$ cat config.mk
export PLATFORM = sky130hd
export DESIGN_NAME = spike_buf
export DESIGN_NICKNAME = d
export VERILOG_FILES = /design/src/rtl/spike_buf_pkg.sv /design/src/rtl/spike_buf_mem.sv /design/src/rtl/spike_buf.sv
export SDC_FILE = /design/constraint.sdc
export NUM_CORES = 1
export LEC_CHECK = 0
export CELL_PAD_IN_SITES_DETAIL_PLACEMENT = 0
export CELL_PAD_IN_SITES_GLOBAL_PLACEMENT = 1
export CORE_AREA = 10 10 225 227
export DETAILED_ROUTE_END_ITERATION = 6
export DIE_AREA = 0 0 235 237
export GPL_TIMING_DRIVEN = 0
export PLACE_DENSITY = 0.73
export SETUP_SLACK_MARGIN = 0.4
export SLEW_MARGIN = 15
export SYNTH_ARGS = -nofsm -noshare
export SYNTH_HDL_FRONTEND = slang
export SYNTH_HIERARCHICAL = 1
export SYNTH_SLANG_ARGS = --single-unit
$ cat constraint.sdc
create_clock -name router_clk -period 4.36 [get_ports router_clk]
set_input_delay 0.654 -clock router_clk [delete_from_list [all_inputs] [get_ports router_clk]]
set_output_delay 0.654 -clock router_clk [all_outputs]
set_load 0.05 [all_outputs]
$ cat src/rtl/spike_buf_pkg.sv
// spike_buf_pkg: default widths and derived sizes shared by the spike FIFO.
package spike_buf_pkg;
   localparam int FLIT_W  = 4;
   localparam int WORD_W  = 32;
   localparam int DEPTH_W = 16;
   localparam int RATIO   = WORD_W / FLIT_W;

   // A single-entry range still needs one bit to be a legal vector
   function automatic int idx_bits(input int n);
      return n > 1 ? $clog2(n) : 1;
   endfunction

   localparam int LANE_W = idx_bits(RATIO);
   localparam int PTR_W  = idx_bits(DEPTH_W);
   localparam int CNT_W  = $clog2(DEPTH_W * RATIO) + 1;
endpackage

$ cat src/rtl/spike_buf_mem.sv
// spike_buf_mem: dual-port RAM with a lane-enabled flit write port and a registered word read port.
module spike_buf_mem #(
   parameter int FLIT_WIDTH  = 4,
   parameter int WORD_WIDTH  = 32,
   parameter int DEPTH_WORDS = 16,
   parameter int LW          = 3,
   parameter int PW          = 4
) (
   input  logic                  clk_i,
   input  logic                  rst_i,
   input  logic                  we_i,
   input  logic [PW-1:0]         waddr_i,
   input  logic [LW-1:0]         lane_i,
   input  logic [FLIT_WIDTH-1:0] wdata_i,
   input  logic                  re_i,
   input  logic [PW-1:0]         raddr_i,
   output logic [WORD_WIDTH-1:0] rdata_o
);
   logic [WORD_WIDTH-1:0] mem_q [DEPTH_WORDS];
   logic [WORD_WIDTH-1:0] rdata_q;

   always_ff @(posedge clk_i)
      if (we_i) mem_q[waddr_i][lane_i*FLIT_WIDTH +: FLIT_WIDTH] <= wdata_i;

   always_ff @(posedge clk_i)
      if (rst_i) rdata_q <= '0;
      else if (re_i) rdata_q <= mem_q[raddr_i];

   assign rdata_o = rdata_q;
endmodule

$ cat src/rtl/spike_buf.sv
// spike_buf: packs FLIT_WIDTH router flits little-endian into WORD_WIDTH spike words;
// a word becomes readable only once all of its flits have been written.
module spike_buf
   import spike_buf_pkg::*;
#(
   parameter int FLIT_WIDTH  = FLIT_W,
   parameter int WORD_WIDTH  = WORD_W,
   parameter int DEPTH_WORDS = DEPTH_W
) (
   input  logic                  router_clk,
   input  logic                  router_reset,
   input  logic [FLIT_WIDTH-1:0] data,
   input  logic                  wrreq,
   input  logic                  rdreq,
   output logic [WORD_WIDTH-1:0] q,
   output logic                  rdempty,
   output logic                  wrfull
);
   localparam int R   = WORD_WIDTH / FLIT_WIDTH;
   localparam int LW  = idx_bits(R);
   localparam int PW  = idx_bits(DEPTH_WORDS);
   localparam int CW  = $clog2(DEPTH_WORDS * R) + 1;
   localparam int CAP = DEPTH_WORDS * R;

   logic [LW-1:0] lane_q, lane_d;
   logic [PW-1:0] wptr_q, wptr_d, rptr_q, rptr_d;
   logic [CW-1:0] fcnt_q, fcnt_d;
   logic          wr_en, rd_en, lane_last;

   assign rdempty = fcnt_q < CW'(R);
   assign wrfull  = fcnt_q == CW'(CAP);

   always_comb begin
      wr_en     = wrreq && !wrfull;
      rd_en     = rdreq && !rdempty;
      lane_last = lane_q == LW'(R - 1);
      lane_d    = wr_en ? (lane_last ? '0 : lane_q + LW'(1)) : lane_q;
      wptr_d    = wptr_q + PW'(wr_en && lane_last);
      rptr_d    = rptr_q + PW'(rd_en);
      fcnt_d    = fcnt_q + CW'(wr_en) - (rd_en ? CW'(R) : '0);
   end

   always_ff @(posedge router_clk)
      if (router_reset) begin
         lane_q <= '0;
         wptr_q <= '0;
         rptr_q <= '0;
         fcnt_q <= '0;
      end else begin
         lane_q <= lane_d;
         wptr_q <= wptr_d;
         rptr_q <= rptr_d;
         fcnt_q <= fcnt_d;
      end

   spike_buf_mem #(
      .FLIT_WIDTH (FLIT_WIDTH),
      .WORD_WIDTH (WORD_WIDTH),
      .DEPTH_WORDS(DEPTH_WORDS),
      .LW         (LW),
      .PW         (PW)
   ) u_mem (
      .clk_i  (router_clk),
      .rst_i  (router_reset),
      .we_i   (wr_en),
      .waddr_i(wptr_q),
      .lane_i (lane_q),
      .wdata_i(data),
      .re_i   (rd_en),
      .raddr_i(rptr_q),
      .rdata_o(q)
   );
endmodule

### Yosys cells after proc, flatten, opt, wreduce, memory -nomap -nowiden

Memory sizes are Yosys's and may differ from the RTL's. A register that Yosys moved wholly into a read port is not among the register bits.
Index checks and enable logic that the tools add are counted.

* memories: 1
* input port bits: 8
* output and inout port bits: 34
* latch bits: 0
* memory bits (writable): 512
* logic and storage cells: 25
* ROM bits: 0
* bits in registers: 19

* shifts and indexed selects: 2
* mux-type cells: 4
* $lt $le $gt $ge: 1
* multiply operators: 0
* bitwise gates (word level): 0
* equality and inequality tests: 2
* add/subtract/negate cells: 6
* reductions and logical operators: 5
* div/mod/pow operators: 0

Memories
* u_mem.mem_q: words 16, width 32, read ports 1, clocked after memory_dff 1, write ports 1, RTL line spike_buf_mem.sv:19 `logic [WORD_WIDTH-1:0] mem_q [DEPTH_WORDS];`

Operators with widths (number)
* $neg A5 Y34: 1
* $shift A4 B34 Y32 const A: 1
* $shiftx A4 B34 Y32: 1
* $mux W32: 1
* $add A4 B1 Y4: 2
* $add A8 B1 Y8: 1
* $eq A8 B8 Y1 const B: 1
* $lt A8 B4 Y1 const B: 1
* $sub A8 B4 Y8: 1
* $mux W4: 1
* $add A3 B1 Y3 const B: 1
* $eq A3 B3 Y1 const B: 1
* $logic_and A1 B1 Y1: 3
* $mux W3: 1
* $logic_not A1 Y1: 2
* $mux W1: 1

### Logic depth before layout (Yosys ltp)

* word-level depth: 5
* gate-level depth with buffers: 12
* gate-level depth less buffers: 12

### Hierarchy

The synthesis kept the hierarchy.

By module, submodules not included
* spike_buf_mem: area each 21724.6 µm², times used 1, cells each 1422, sequential area each 16015.4 µm²
* spike_buf: area each 1096.1 µm², times used 1, cells each 114, sequential area each 380.4 µm²

### Worst setup path before layout

OpenSTA, ideal clock, no wires.

* path type: flip-flop to output port
* start: register fcnt_q[6]
* end: output port wrfull
* stages on the path, launching flop included: 5
* arrival time: 2.143 ns
* path buffers: 0
* required time: 3.706 ns
* setup slack: 1.563 ns
* path through: dfxtp_1 inv_1 ha_1 nand2b_4 nor4_1

* cells in the longest elaborated chain, start to end: 1

RTL lines
* start, declared: RTL line spike_buf.sv:27 `logic [CW-1:0] fcnt_q, fcnt_d;`
* start signal, assigned: RTL line spike_buf.sv:53 `fcnt_q <= fcnt_d;`
* $eq A8 B8 Y1: RTL line spike_buf.sv:31 `assign wrfull = fcnt_q == CW'(CAP);`
* end, declared: RTL line spike_buf.sv:17 `output logic wrfull`

Every way passes these cells.

### Final worst setup path

* start: register lane_q[0]
* end: memory u_mem.mem_q[12][7], enable pin

* cells in the longest elaborated chain, start to end: 3

RTL lines
* start, declared: RTL line spike_buf.sv:25 `logic [LW-1:0] lane_q, lane_d;`
* start signal, assigned: RTL line spike_buf.sv:50 `lane_q <= lane_d;`
* $neg A5 Y34: RTL line spike_buf_mem.sv:23 `if (we_i) mem_q[waddr_i][lane_i*FLIT_WIDTH +: FLIT_WIDTH] <= wdata_i;`
* $shift A4 B34 Y32: RTL line spike_buf_mem.sv:23
* $mux W32 (implied by the code): RTL line spike_buf_mem.sv:23
* end, declared: RTL line spike_buf_mem.sv:19

Every way passes these cells.

==> impl_metrics.ini <==
[run_status]
status = completed

[worst_setup_path]
cp.arrival_ps = 3400
critical_path_peak_fanout = 10
path_buf_inv = 4
timing.critical_path.slowest_cell_delay_ps = 480
worst-setup-path-type = flop to flop
standard_cell_with_the_maximum_stage_delay_on_the_critical_path = sky130_fd_sc_hd__dfxtp_1
critical_path.startpoint = lane_q[0]
type_of_element_capturing_the_critical_path = flop
cells_along_the_critical_path = buf_2 -> inv_1 -> ha_1 -> ha_1 -> inv_2 -> nor2_1 -> nand2_1 -> buf_2 -> nor2_1
data_required_time_of_the_critical_path_ps = 4600
critPathTopFamily = simple AND/OR/NAND/NOR gates
launch_point_of_the_worst_reg_to_reg_path = lane_q[0]
cp-start-kind = flop

[sta]
minimum_period_implied_by_the_final_worst_setup_slack_ps = 3158
fin_crit_sh = 0.7244
unrepaired_setup_endpoints_after_global_routing = no
slew-limit-headroom = 0.3215
maxSlewViolCount = 0
finalHoldViolations = 0
tightest_slew_ps = 1015
setup-tns-final_ps = 0
timing.hold.ws_ps = 453.0
maxClockFrequency_mhz = 316.6
finClkSkew_ps = 19.20
report.final.setup_viol = 0

[route]
final_antenna_net_count = 0
drt_pre_antenna_iters = 5
first_iter_violations = 1185
route.final.wire_length_um = 56570
drc = 0
route.detailed.wl_per_inst_um = 24.70
routed_via_density = 5.738
vias = 13140

[power_and_ir_drop]
power.density_cell_area_mw_per_mm2 = 482.3
static-leakage-power_nw = 8.941
vdd_ir_drop_max_mv = 0.2797

[clocking]
root_buffer = sky130_fd_sc_hd__clkbuf_16
ctsLongestPathBuffers = 3
cts-resized-gates = 0
post_cts.repair.setup_buffers = 0
cts.hold.buffers_added = 0
htree_levels = 2
cts_tree = done
cts_num_sinks = 563
cts-buffers-inserted = 55
worst_setup_hold_path_clk_slew_ps = 60
worst_skew_pair.late_latency_ps = 620

[cells_and_area]
total_area_of_multi_input_combinational_cells_sq_mm = 0.005919
post_route_cells_drive_above_1_share = 0.08497
fillCellCount = 3701
syn_to_final_growth_pct = 13.51
seqCellArea_sq_mm = 0.01640
nets = 1669
count_of_antenna_diodes_in_the_layout = 0
utilization_of_the_core_after_routing = 0.5612

[synth]
yosys_most_used_dff = sky130_fd_sc_hd__edfxtp_1
mappedNetlistArea_sq_mm = 0.02282
yosysWarnings = 6
synth_seq_area_share = 0.7185
synth_top_area_cell = sky130_fd_sc_hd__edfxtp_1
synth_most_common_cell = sky130_fd_sc_hd__edfxtp_1
synth.lib_cells_used.distinct = 49
synthesis.nets = 1569
synth.ff_latch_count = 563
synthTopCellsByArea = sky130_fd_sc_hd__edfxtp_1 67%, sky130_fd_sc_hd__mux2i_1 11%, sky130_fd_sc_hd__dfxtp_1 4.5%, sky130_fd_sc_hd__nor2_1 2.5%, sky130_fd_sc_hd__nand3_1 2.3%
synth-edff-count = 512
postSynthAreaPerCell_sq_um = 14.86
synth_async_sr_flop_share = 0
yosysTopAreaCellShare = 0.6737
synth_commonest_cells = 512 x sky130_fd_sc_hd__edfxtp_1, 257 x sky130_fd_sc_hd__mux2i_1, 153 x sky130_fd_sc_hd__nor2_1
syn_inst = 1536

[global_routing]
via_count_of_the_first_global_routing_pass = 13250
wire_length_of_the_first_global_routing_pass_um = 83840
grt_start_max_net_pins = 17
groute.usage.overall = 0.2000
global_route.overflow_total = 0
grt_antenna_before_repair = 1

[job]
drv_cap = 0

[floorplanning]
pin_count = 42
rows = 79
initial_core_util = 0.4944
coreArea_sq_mm = 0.04616
dieArea_sq_mm = 0.05570
dieWidth_um = 235
die_y_um = 237

[hold_path]
hold_wc_path_type = flop to flop
timing.hold.worst.start = u_mem/rdata_o[16]

[place]
dp_hpwl_um = 37710
final_replace_weighted_congestion = 0.8442
port-buffer-count = 41
state kept, by name (all words and copies together), names as in the netlist:
signal,count
rptr_q,4
lane_q,3
wptr_q,4
fcnt_q,8
u_mem/rdata_o,32
u_mem/mem_q,512
placed cells by master (no fill, tap or decap), types with 3 or more instances in the layout:
cell type,n
sky130_fd_sc_hd__buf_2,16
sky130_fd_sc_hd__ha_1,25
sky130_fd_sc_hd__clkbuf_1,34
sky130_fd_sc_hd__edfxtp_1,512
sky130_fd_sc_hd__clkinv_1,8
sky130_fd_sc_hd__clkbuf_8,3
sky130_fd_sc_hd__xor2_1,3
sky130_fd_sc_hd__nand2_1,119
sky130_fd_sc_hd__buf_1,12
sky130_fd_sc_hd__dfxtp_1,51
sky130_fd_sc_hd__buf_4,24
sky130_fd_sc_hd__nor4_1,3
sky130_fd_sc_hd__nor2_1,152
sky130_fd_sc_hd__clkbuf_16,57
sky130_fd_sc_hd__bufinv_16,8
sky130_fd_sc_hd__mux2i_1,257
sky130_fd_sc_hd__inv_1,15
sky130_fd_sc_hd__nor2b_1,12
sky130_fd_sc_hd__clkdlybuf4s50_1,41
sky130_fd_sc_hd__xnor2_1,5
sky130_fd_sc_hd__clkinv_2,7
sky130_fd_sc_hd__a21oi_1,68
sky130_fd_sc_hd__buf_6,7
sky130_fd_sc_hd__nand3_1,104
sky130_fd_sc_hd__and2_1,31
sky130_fd_sc_hd__a22oi_1,64
final timing paths:
path / endpoint / slack (ps) / cells past startpoint
max: u_mem/mem_q[12][7] / 1200 / 9
min: u_mem/rdata_o[16] / 450 / 2
max reg2reg: u_mem/mem_q[12][7] / 1200 / 9
min reg2reg: u_mem/rdata_o[16] / 450 / 2
logic make-up (layout without fill, tap and decap cells):
| logic type | count (synthesis) | in the layout | share of synthesized area |
|---|---|---|---|
| buffers and inverters | 95 | 242 | 0.02281 |
| xor gates and xnor gates | 8 | 8 | 0.003070 |
| and+or+nand+nor | 443 | 443 | 0.08772 |
| AOI/OAI and AO/OA | 144 | 144 | 0.04101 |
| muxes | 258 | 258 | 0.1132 |
| DFF | 563 | 563 | 0.7185 |
| adders and majority gates | 25 | 25 | 0.01371 |
tightest hold or removal path: stages, from the launching register on:
cell and delay [ps]:
sky130_fd_sc_hd__dfxtp_1 320, sky130_fd_sc_hd__nand2_1 50, sky130_fd_sc_hd__nand3_1 50
area by class of cell:
type	instances	area share
inverter	16	0.002318
sequential	563	0.6329
timing repair buffer	43	0.01633
clock inverter	29	0.01401
multi-input combinational	878	0.2285
tap	607	0.02932
clock buffer	75	0.05883
buffer	79	0.01777
where the power goes:
group	total, mW	internal, mW	switching, mW
clock	4.93	2.92	2.00
sequential	6.03	5.97	0.0691
combinational	1.53	0.502	1.03
per-stage QoR:
step	cells	worst slack (ps)	cell area, sq um	power [mW]
floorplan	1536	1563	22820	7.167
global route	2290	977.3	25900	12.92
global placement	2184	461.1	23990	7.659
CTS	2290	1209	25900	12.59
detailed placement	2186	1082	24020	7.685
finish	2290	1202	25900	12.49
layer usage:
metal	routed length [um]	track usage
met1	23280	0.2587
met2	27250	0.3293
met3	3978	0.03300
met4	2053	0.08368
met5	0	0
(Power assumes the default switching activity.)
